==> config.mk <==
export PLATFORM = sky130hd
export DESIGN_NAME = upg_loader
export DESIGN_NICKNAME = d
export VERILOG_FILES = /design/src/rtl/upg_loader.sv
export SDC_FILE = /design/constraint.sdc
export NUM_CORES = 1
export LEC_CHECK = 0
export CAP_MARGIN = 20
export CORE_UTILIZATION = 28
export DETAILED_ROUTE_END_ITERATION = 10
export GPL_TIMING_DRIVEN = 0
export PLACE_DENSITY = 0.53
export SLEW_MARGIN = 20
export SYNTH_ARGS = -nofsm -noshare
export SYNTH_HDL_FRONTEND = slang
export SYNTH_SLANG_ARGS = --single-unit
==> constraint.sdc <==
create_clock -name clk_i -period 2.9 [get_ports clk_i]
set_input_delay 0.725 -clock clk_i [delete_from_list [all_inputs] [get_ports clk_i]]
set_output_delay 0.725 -clock clk_i [all_outputs]
set_load 0.005 [all_outputs]
==> src/rtl/upg_loader.sv <==
// UART program loader: takes a word-count header and then little-endian 32-bit words
// from a byte stream, and writes them to instruction memory one word per pulse.
module upg_loader #(
    parameter int TIMEOUT_CYCLES = 1000000,
    parameter int MAX_WORDS      = 16384
) (
    input  logic        clk_i,
    input  logic        reset_n_i,
    input  logic        start_i,
    input  logic        rx_valid_i,
    input  logic [7:0]  rx_data_i,
    output logic        upg_rst_o,
    output logic        upg_wen_o,
    output logic [13:0] upg_adr_o,
    output logic [31:0] upg_dat_o,
    output logic        upg_done_o,
    output logic        busy_o,
    output logic        error_o
);

    localparam int          TW       = $clog2(TIMEOUT_CYCLES + 1);
    localparam logic [TW-1:0] TMO_LAST = TW'(TIMEOUT_CYCLES - 1);
    localparam logic [16:0] MAX_W    = 17'(MAX_WORDS);

    typedef enum logic [2:0] {
        S_IDLE = 3'd0,
        S_HDR0 = 3'd1,
        S_HDR1 = 3'd2,
        S_DATA = 3'd3,
        S_DONE = 3'd4,
        S_ERR  = 3'd5
    } state_t;

    state_t        state_q, state_d;
    logic [15:0]   n_q, n_d;
    logic [14:0]   word_q, word_d;
    logic [1:0]    byte_q, byte_d;
    logic [23:0]   asm_q, asm_d;
    logic [TW-1:0] tmo_q, tmo_d;
    logic          wen_q, wen_d;
    logic [13:0]   adr_q, adr_d;
    logic [31:0]   dat_q, dat_d;
    logic          rst_q, rst_d;
    logic          done_q, done_d;
    logic          busy_q, busy_d;
    logic          err_q, err_d;

    logic          loading_s;
    logic          start_acc_s;
    logic          byte_acc_s;
    logic          tmo_hit_s;
    logic [15:0]   hdr_n_s;
    logic [15:0]   word_next_s;

    assign loading_s   = (state_q == S_HDR0) || (state_q == S_HDR1) || (state_q == S_DATA);
    assign start_acc_s = start_i && !loading_s;
    assign byte_acc_s  = rx_valid_i && loading_s && !start_acc_s;
    assign tmo_hit_s   = (tmo_q == TMO_LAST);
    assign hdr_n_s     = {rx_data_i, n_q[7:0]};
    assign word_next_s = {1'b0, word_q} + 16'd1;

    // Next-state, datapath updates and decoded output flags (registered below).
    always_comb begin
        state_d = state_q;
        n_d     = n_q;
        word_d  = word_q;
        byte_d  = byte_q;
        asm_d   = asm_q;
        tmo_d   = tmo_q;
        wen_d   = 1'b0;
        adr_d   = adr_q;
        dat_d   = dat_q;
        case (state_q)
            S_IDLE, S_DONE, S_ERR: begin
                if (start_acc_s) begin
                    state_d = S_HDR0;
                    tmo_d   = '0;
                end else begin
                    state_d = state_q;
                end
            end
            S_HDR0: begin
                if (byte_acc_s) begin
                    n_d[7:0] = rx_data_i;
                    tmo_d    = '0;
                    state_d  = S_HDR1;
                end else if (tmo_hit_s) begin
                    state_d = S_ERR;
                end else begin
                    tmo_d = tmo_q + TW'(1);
                end
            end
            S_HDR1: begin
                if (byte_acc_s) begin
                    n_d   = hdr_n_s;
                    tmo_d = '0;
                    if (hdr_n_s == 16'd0) begin
                        state_d = S_DONE;
                    end else if ({1'b0, hdr_n_s} > MAX_W) begin
                        state_d = S_ERR;
                    end else begin
                        state_d = S_DATA;
                        word_d  = 15'd0;
                        byte_d  = 2'd0;
                    end
                end else if (tmo_hit_s) begin
                    state_d = S_ERR;
                end else begin
                    tmo_d = tmo_q + TW'(1);
                end
            end
            S_DATA: begin
                if (byte_acc_s) begin
                    tmo_d  = '0;
                    byte_d = byte_q + 2'd1;
                    case (byte_q)
                        2'd0: asm_d[7:0]   = rx_data_i;
                        2'd1: asm_d[15:8]  = rx_data_i;
                        2'd2: asm_d[23:16] = rx_data_i;
                        2'd3: begin
                            // Last byte goes straight to the output word; no need to stage it.
                            wen_d  = 1'b1;
                            adr_d  = word_q[13:0];
                            dat_d  = {rx_data_i, asm_q};
                            word_d = word_q + 15'd1;
                            if (word_next_s == n_q) begin
                                state_d = S_DONE;
                            end else begin
                                state_d = S_DATA;
                            end
                        end
                        default: asm_d = asm_q;
                    endcase
                end else if (tmo_hit_s) begin
                    state_d = S_ERR;
                end else begin
                    tmo_d = tmo_q + TW'(1);
                end
            end
            default: state_d = S_IDLE;
        endcase

        rst_d  = 1'b0;
        done_d = 1'b0;
        busy_d = 1'b0;
        err_d  = 1'b0;
        case (state_d)
            S_IDLE:                 rst_d  = 1'b1;
            S_HDR0, S_HDR1, S_DATA: busy_d = 1'b1;
            S_DONE:                 done_d = 1'b1;
            S_ERR: begin
                rst_d = 1'b1;
                err_d = 1'b1;
            end
            default:                rst_d  = 1'b1;
        endcase
    end

    // State and output registers with synchronous active-low reset.
    always_ff @(posedge clk_i) begin
        if (!reset_n_i) begin
            state_q <= S_IDLE;
            n_q     <= 16'd0;
            word_q  <= 15'd0;
            byte_q  <= 2'd0;
            asm_q   <= 24'd0;
            tmo_q   <= '0;
            wen_q   <= 1'b0;
            adr_q   <= 14'd0;
            dat_q   <= 32'd0;
            rst_q   <= 1'b1;
            done_q  <= 1'b0;
            busy_q  <= 1'b0;
            err_q   <= 1'b0;
        end else begin
            state_q <= state_d;
            n_q     <= n_d;
            word_q  <= word_d;
            byte_q  <= byte_d;
            asm_q   <= asm_d;
            tmo_q   <= tmo_d;
            wen_q   <= wen_d;
            adr_q   <= adr_d;
            dat_q   <= dat_d;
            rst_q   <= rst_d;
            done_q  <= done_d;
            busy_q  <= busy_d;
            err_q   <= err_d;
        end
    end

    assign upg_rst_o  = rst_q;
    assign upg_wen_o  = wen_q;
    assign upg_adr_o  = adr_q;
    assign upg_dat_o  = dat_q;
    assign upg_done_o = done_q;
    assign busy_o     = busy_q;
    assign error_o    = err_q;

endmodule

== Word-level counts from Yosys, hierarchy flattened ==
Index checks and enable logic that the tools add are counted.
Word-level totals
  flip-flop bits (word level): 131
  bits of input ports: 12
  output and inout port bits: 51
  logic and storage cells: 102
Operators by class
  add/sub/neg operators: 4
  magnitude comparators: 1
  equal/unequal tests: 22
  muxes and demuxes: 32
  bitwise logic cells: 1
  reduce and logical (&&, ||, !) cells: 26
Operators with widths (number)
  $mux 15: 5
  $mux 20: 3
  $pmux 20 s2: 1
  $pmux 15 s2: 1
  $mux 3: 9
  $reduce_and 3->1: 7
  $add 20x1->20 const B: 1
  $eq 20x20->1 const B: 1
  $add 15x1->16 const B: 1
  $eq 16x16->1: 1
  $gt 16x15->1 const B: 1
  $logic_not 16->1: 1
  $pmux 8 s2: 1
  $add 15x1->15 const B: 1
  $eq 3x2->1 const B: 4
  $eq 3x3->1 const B: 4
  $pmux 3 s4: 1
  $ne 2x2->1 const B: 5
  $reduce_or 3->1: 3
  $mux 2: 4
  $mux 8: 1
  $eq 3x1->1 const B: 2
  $reduce_and 6->1: 1
  $mux 1: 5
  16 further kinds: 22

== Depth between registers and ports, before layout ==
  depth in word-level cells: 12
  mapped depth: 10
  mapped depth without buffers: 8

== Least setup slack after synthesis ==
No wires, ideal clock.
  kind: in2reg
  from: input port rx_data_i[5]
  to: register dat_q[27] (netlist: upg_dat_o[27])
  library setup time: 0.132 ns
  arrival time: 2.558 ns
  required time: 2.768 ns
  slack: 0.210 ns
  cell stages on the path: 10
  path buffers: 3
  cell sequence: nor4_1 nand4_1 xor2_1 a21oi_1 or4_1 clkbuf_1 buf_2 buf_2 nand2_1 a21oi_1
RTL lines
  from (decl): line 11  | input logic [7:0] rx_data_i,
  to (signal assigned): line 184  | dat_q <= dat_d;
  to (decl): line 42  | logic [31:0] dat_q, dat_d;

== Final worst setup path ==
  from: input port rx_valid_i
  to: register rst_q (netlist: upg_rst_o)
Between the ends
  word-level cells in the longest chain between the ends: 7
  elaborated cells between the ends (all ways): 12
  classes of those cells: 4 x eq/ne; 5 x mux; 3 x reduce/logical
Ends and longest elaborated chain
  from (decl): line 10  | input logic rx_valid_i,
  $logic_and 1x1->1 (*) (2 in series): line 57  | assign byte_acc_s = rx_valid_i && loading_s && !start_acc_s;
  $mux 3 (on tied branches): line 113, 83, 94
  $pmux 3 s4 (*): line 73  | case (state_q)
  $eq 3x1->1, or another cell as far along: line 147  | case (state_d)
  $reduce_or 4->1 (no line) (*)
  $mux 1 (*): line 147
  to (signal assigned): line 185  | rst_q <= rst_d;
  to (decl): line 43  | logic rst_q, rst_d;
Mark *: on every way between the ends. The rest lies on a longest branch, timed or not.
A chain may end at the register's enable or synchronous reset.

==> impl_metrics.yaml <==
cts:
  worstSkewPairLatency_ps: 420
  cts.clk_slew.worst_paths_ps: 60
  cts_root_buffer: "clkbuf_16"
  numClockSinks: 131
  cts-buffers-inserted: 17
  cts_tree: "built"
  cts-hold-fix-buffers: 0
  cts_buffer_depth: 2
  h-tree-depth: 4
global_routing:
  grt_usage_pct: 15.4
  antenna_found_initial: 0
  gr-total-overflow: 0
  grt_pass1_wl_mm: 26.3
  grt_pass1_vias: 5069
  grt_max_degree: 17
floorplanning:
  die_h_um: 148
  core_um2: 21000
  dieArea_um2: 21900
  rows: 53
  initial_utilization_pct: 28.5
  pin_count: 63
  fp.dieW_um: 148
synth:
  synthFlopType: "dfxtp_1"
  syn-instance-count: 738
  yosysWarnings: 0
  yosysSeqAreaShare_pct: 43.9
  synth_area_leader_cell: "dfxtp_1"
  syn-num-nets: 756
  syn-cell-area_um2: 5980
  synth.area.top_cells: "dfxtp_1, nand2_1, a21oi_1"
  ys_types: 63
  post-synth-top-area-fraction_pct: 43.9
  netlist_top_cells_count: "nand2_1, dfxtp_1, a21oi_1"
  yosysMostFrequentCell: "nand2_1"
  avgSynthCellArea_um2: 8.10
  synth_edf_count: 0
  synthArstFlopShare_pct: 0
  ys_seq_elements: 131
setup_path:
  critPathKind: "in -> reg"
  path_max_fanout: 9
  r2r_slack_ps: 200
  cp-end-kind: "flop"
  crit_required_ps: 3250
  worstSetupEndpoint: "upg_rst_o$_SDFF_PN1_"
  rr_worst_depth: 9
  worstPathArrival_ps: 3070
  startpoint_type: "primary input"
  r2r-start: "word_q[1]$_SDFFE_PN0P_"
  startpoint: "rx_valid_i"
  reg2reg_to: "upg_rst_o$_SDFF_PN1_"
finish:
  fin_area_um2: 7580
  nets: 835
  diodes: 0
  fillCellCount: 2264
  area_delta_synth_final_pct: 26.8
  drive_gt1_share_pct: 10.3
sta:
  period_needed_ps: 2720
  hold_ws_ps: 452
  slew_viol_final: 0
  tightest_slew_ps: 708
  max_freq_mhz: 367
  setup-violations-final: 0
  setup_tns_ps: 0
  min_period_over_period_pct: 93.9
  fin_skew_ps: 9.78
  rsz0062_at_grt: "false"
  hold_viol_final: 0
  slew_headroom_pct: 52.8
routing:
  wl_per_cell_um: 14.8
  routed_wirelength_mm: 16.4
  via_count: 5310
  ant_nets: 0
  drtIter0Drc: 248
  drc: 0
  firstDrtPassIters: 5
  via_per_inst: 4.81
place:
  placed_area_um2: 6930
  dp_hpwl_mm: 11.4
  place.gp.congestion: 0.875
  port_buffers: 60
power:
  peakVddDrop_uv: 355
  powerDensity_nw_per_um2: 554
  leakage_uw: 0.00261
status:
  status: "finished, final reports clean"
run:
  drv_cap: 0
min_path:
  hold_path_class: "reg -> reg"
[worst min-delay path by stage]
stage	startpoint	end	slack (ps)	depth (start not counted)
after global routing	asm_q[6]$_SDFFE_PN0P_	upg_dat_o[6]$_SDFFE_PN0P_	470	2
after CTS	asm_q[17]$_SDFFE_PN0P_	upg_dat_o[17]$_SDFFE_PN0P_	450	2
after global placement	asm_q[0]$_SDFFE_PN0P_	upg_dat_o[0]$_SDFFE_PN0P_	440	2
after floorplan	asm_q[0]$_SDFFE_PN0P_	upg_dat_o[0]$_SDFFE_PN0P_	430	2
final	upg_adr_o[10]$_SDFFE_PN0P_	upg_adr_o[10]$_SDFFE_PN0P_	450	2
after detailed placement	asm_q[6]$_SDFFE_PN0P_	upg_dat_o[6]$_SDFFE_PN0P_	450	2
[area by class of cell]
class	instances	area [µm²]	area share, %
clock inverter	13	149	1.96
clock buffer	18	429	5.66
buffer	46	209	2.76
sequential	131	2620	34.6
timing repair buffer	62	592	7.81
multi-input combinational	544	3180	41.9
tap	275	344	4.54
inverter	15	56.3	0.743
[state kept, by name, summed over array words and instances (netlist names)]
register / cells
byte_q: 2
upg_dat_o: 32
upg_rst_o: 1
busy_o: 1
asm_q: 24
word_q: 15
state_q: 3
upg_done_o: 1
upg_wen_o: 1
upg_adr_o: 14
tmo_q: 20
error_o: 1
n_q: 16
[report_power, final]
group | switching, µW | leakage (µW) | total, µW | internal (µW)
logic | 154 | 0.00128 | 229 | 75.4
registers | 14.0 | 0.00106 | 1830 | 1820
clock network | 866 | 0.000275 | 2140 | 1280
total | 1030 | 0.00261 | 4200 | 3170
[worst max-delay path, stage by stage]
cell and delay [ps]:
clkdlybuf4s50_1 590, inv_1 140, nor3b_2 550, o22ai_1 260, a31o_2 280, a221oi_4 290, mux2i_1 220
[per-stage QoR]
step / util, % / worst slack [ps] / cells / total power [µW]
after floorplan: - / 210 / 738 / 2000
after global placement: 33.0 / -1330 / 1073 / 2090
after detailed placement: 33.0 / -1300 / 1073 / 2090
after CTS: 36.0 / 9.49 / 1105 / 4230
after global routing: 36.2 / 7.79 / 1104 / 4350
final: 36.2 / 178 / 1104 / 4200
[per-layer routing]
metal | up-vias | track usage (%) | wire, µm
met5 | - | 0 | 0
met4 | 0 | 5.46 | 188
met3 | 13 | 3.50 | 741
met2 | 114 | 24.3 | 7470
met1 | 2496 | 20.7 | 7960
li1 | 2687 | - | -
[cell usage in the layout (no fill, tap or decap), types with 3 or more instances in the layout]
cell / count
nand2b_1: 3
dfxtp_1: 130
xor2_1: 10
o21a_1: 11
a21oi_1: 78
nand4_1: 11
a21oi_2: 3
and2_1: 4
clkbuf_16: 17
nand2_1: 160
inv_6: 6
a21boi_0: 13
o21ai_0: 16
nor2b_1: 4
a31oi_1: 3
ha_1: 6
xnor2_1: 24
buf_4: 7
buf_2: 10
nor4_2: 4
inv_1: 14
mux2i_1: 22
nand3_1: 19
or3_1: 5
clkbuf_1: 30
and3_1: 6
clkdlybuf4s50_1: 54
nor3_1: 16
nor2_1: 67
clkbuf_2: 6
nor4_1: 10
clkinvlp_4: 3
[logic make-up after synthesis]
logic type                 Yosys count  synth area share, %
AOI/OAI and AO/OA                  148                 15.2
xor gates and xnor gates            36                 5.51
adders and majority gates            6                 1.26
buffers and inverters               63                 4.33
DFF                                131                 43.9
muxes                               23                 3.87
and+or+nand+nor                    331                 26.0
[timing repair]
item | CTS | global route
endpoints found under the setup margin | 65 | 55
pin swaps | 1 | 4
resized for setup | 23 | 25
buffers inserted | 2 | 0
Note: power is estimated with default switching activity, not from simulation.
==> edit: new RTL, config.mk and constraints unchanged <==
Add an input register stage for `start_i`, `rx_valid_i` and `rx_data_i`; this delays them by one clock.
--- a/src/rtl/upg_loader.sv
+++ b/src/rtl/upg_loader.sv
@@ -31,6 +31,16 @@
         S_ERR  = 3'd5
     } state_t;
 
+    logic start_q;
+    logic rx_valid_q;
+    logic [7:0] rx_data_q;
+
+    always_ff @(posedge clk_i) begin
+        start_q    <= start_i;
+        rx_valid_q <= rx_valid_i;
+        rx_data_q  <= rx_data_i;
+    end
+
     state_t        state_q, state_d;
     logic [15:0]   n_q, n_d;
     logic [14:0]   word_q, word_d;
@@ -53,10 +63,10 @@
     logic [15:0]   word_next_s;
 
     assign loading_s   = (state_q == S_HDR0) || (state_q == S_HDR1) || (state_q == S_DATA);
-    assign start_acc_s = start_i && !loading_s;
-    assign byte_acc_s  = rx_valid_i && loading_s && !start_acc_s;
+    assign start_acc_s = start_q && !loading_s;
+    assign byte_acc_s  = rx_valid_q && loading_s && !start_acc_s;
     assign tmo_hit_s   = (tmo_q == TMO_LAST);
-    assign hdr_n_s     = {rx_data_i, n_q[7:0]};
+    assign hdr_n_s     = {rx_data_q, n_q[7:0]};
     assign word_next_s = {1'b0, word_q} + 16'd1;
 
     // Next-state, datapath updates and decoded output flags (registered below).
@@ -81,7 +91,7 @@
             end
             S_HDR0: begin
                 if (byte_acc_s) begin
-                    n_d[7:0] = rx_data_i;
+                    n_d[7:0] = rx_data_q;
                     tmo_d    = '0;
                     state_d  = S_HDR1;
                 end else if (tmo_hit_s) begin
@@ -114,14 +124,14 @@
                     tmo_d  = '0;
                     byte_d = byte_q + 2'd1;
                     case (byte_q)
-                        2'd0: asm_d[7:0]   = rx_data_i;
-                        2'd1: asm_d[15:8]  = rx_data_i;
-                        2'd2: asm_d[23:16] = rx_data_i;
+                        2'd0: asm_d[7:0]   = rx_data_q;
+                        2'd1: asm_d[15:8]  = rx_data_q;
+                        2'd2: asm_d[23:16] = rx_data_q;
                         2'd3: begin
                             // Last byte goes straight to the output word; no need to stage it.
                             wen_d  = 1'b1;
                             adr_d  = word_q[13:0];
-                            dat_d  = {rx_data_i, asm_q};
+                            dat_d  = {rx_data_q, asm_q};
                             word_d = word_q + 15'd1;
                             if (word_next_s == n_q) begin
                                 state_d = S_DONE;
Function: changed (Yosys sat finds a counterexample within 4 cycles, from zero or initial values and one cycle with reset_n_i low).
==> edit against the original RTL <==
  * Via count grew 0.66%
  * Largest cell class unchanged
  * Clock skew decreased by 2.0 ps
  * First-iteration DRC count rose by 54%
  * Highest routed layer unchanged
  * Clock power grew 5%
  * Cell area up 1.4%
  * Critical endpoint is now error_o
  * Critical path type is now flop to flop
  * Total power up 5.3%
  * Sequential power up 9%
  * Sequential share of layout area grew 2.1 points
  * Synthesized area up 1.3%
  * Setup slack got worse by 110 ps
  * Sequential cell count up 10
  * Wire length increased by 0.85%
==> edit: results (changes against the original RTL) <==
yosys:
  ys_seq_area_frac: 0.466  # +0.0274
  syn_nets: 769  # +1.7%
  synth_xor_xnor_area_share: 0.0506  # -0.00443
  muxShareOfSynthArea: 0.00165  # -0.0371
  synth_fa_ha_area_frac: 0.0124  # -0.000161
  synth_area_leaders: "dfxtp_1, nand2_1, a21oi_1"
  synthDistinctLibCells: 59  # -6.3%
  synthTopCellsByCount: "nand2_1, dfxtp_1, a21oi_1"
sta:
  fin_skew_ps: 7.82  # -1.96 ps
  worst_pin_slew_ps: 873  # +166 ps
critical_path:
  cp_slowest_cell: "nor3_1"
  slowest_delay_ps: 380  # -210 ps
  crit_arrival_ps: 3110  # +40 ps
  critPathBufInv: 1  # -1
  timing.rr.start: "word_q[0]"
final_layout:
  drive_gt1_frac: 0.0850  # -0.0175
  nNetsFinal: 852  # +2.0%
pwr:
  leakagePower_nw: 2.50  # -4.2%
  sw_frac_of_total: 0.246  # +0.000320
  vdd_drop_max_uv: 350  # -1.6%
placed_design:
  place_inst: 1088  # +1.4%
  gp_congestion: 0.848  # -3.1%
drt:
  wl_um: 16500  # +0.85%
  via_count: 5345  # +0.66%
status:
  outcome: "finished, final reports clean"
global_route:
  grt_pass1_wl_um: 26800  # +2.2%
==> edit: area by class of cell <==
| cell class | instances | area, sq um |
|---|---|---|
| buffer | 49 | 203 |
| clock buffer | 18 | 429 |
| clock inverter | 14 | 175 |
| fill | 2292 | 13400 |
| inverter | 9 | 33.8 |
| multi-input combinational | 552 | 3040 |
| sequential | 141 | 2820 |
| tap | 275 | 344 |
| timing repair buffer | 64 | 636 |
==> edit: logic make-up after synthesis <==
group                      Yosys count
DFF                                141
adders and majority gates            6
buffers and inverters               58
AOI/OAI and AO/OA                  165
and+or+nand+nor                    345
xor gates and xnor gates            35
muxes                                1
==> edit: layer usage <==
layer  vias up  GRT usage  share of wire
met5         -          0              0
met4         0     0.0459          0.012
met2        88      0.248           0.46
met3        15     0.0315          0.031
met1      2492      0.212           0.50
li1       2750          -              -
==> edit: through the flow <==
stage	hold slack (ps)	utilization	setup TNS, ps	worst slack, ps	area (sq um)
finish	453	0.365	0	62.6	7690
global route	475	0.365	-24.8	-24.8	7690
CTS	455	0.362	0	13.7	7630
detailed placement	446	0.333	-4950	-178	7020
global placement	445	0.333	-7430	-198	7020
floorplan	432	-	0	488	6050
==> edit: repair_timing <==
action	4_1_cts	5_1_grt
buffers inserted	0	2
resized for setup	3	19
hold buffers	0	0
hold endpoints to repair	0	0
pin swaps	1	2
endpoints found under the setup margin	49	54
==> edit: worst register-to-register path, cell delays in order, from the launching register on <==
cell and delay [ps]:
dfxtp_2 370, ha_1 200, buf_2 170, and3_1 260
and3_1 230, o31a_1 240, o21ai_1 280, nand4_4 200
o31a_1 360, nor3_1 380
==> edit: worst max-delay path by stage <==
stage / cells past startpoint / slack (ps) / startpoint / endpoint
after floorplan: 9 / 490 / word_q[3] / upg_rst_o
after global placement: 9 / -200 / n_q[2] / word_q[8]
after detailed placement: 6 / -180 / reset_n_i / asm_q[13]
after CTS: 9 / 10 / rx_data_q[5] / word_q[8]
after global routing: 9 / -20 / rx_data_q[5] / upg_adr_o[5]
final: 9 / 60 / word_q[0] / error_o
==> edit: power by group through the flow <==
stage | Sequential [mW] | Combinational, mW | Clock, mW
floorplan | 2.02 | 0.114 | 0
global placement | 2.03 | 0.184 | 0
detailed placement | 2.03 | 0.182 | 0
CTS | 1.99 | 0.186 | 2.30
global route | 1.99 | 0.203 | 2.39
finish | 1.99 | 0.185 | 2.25
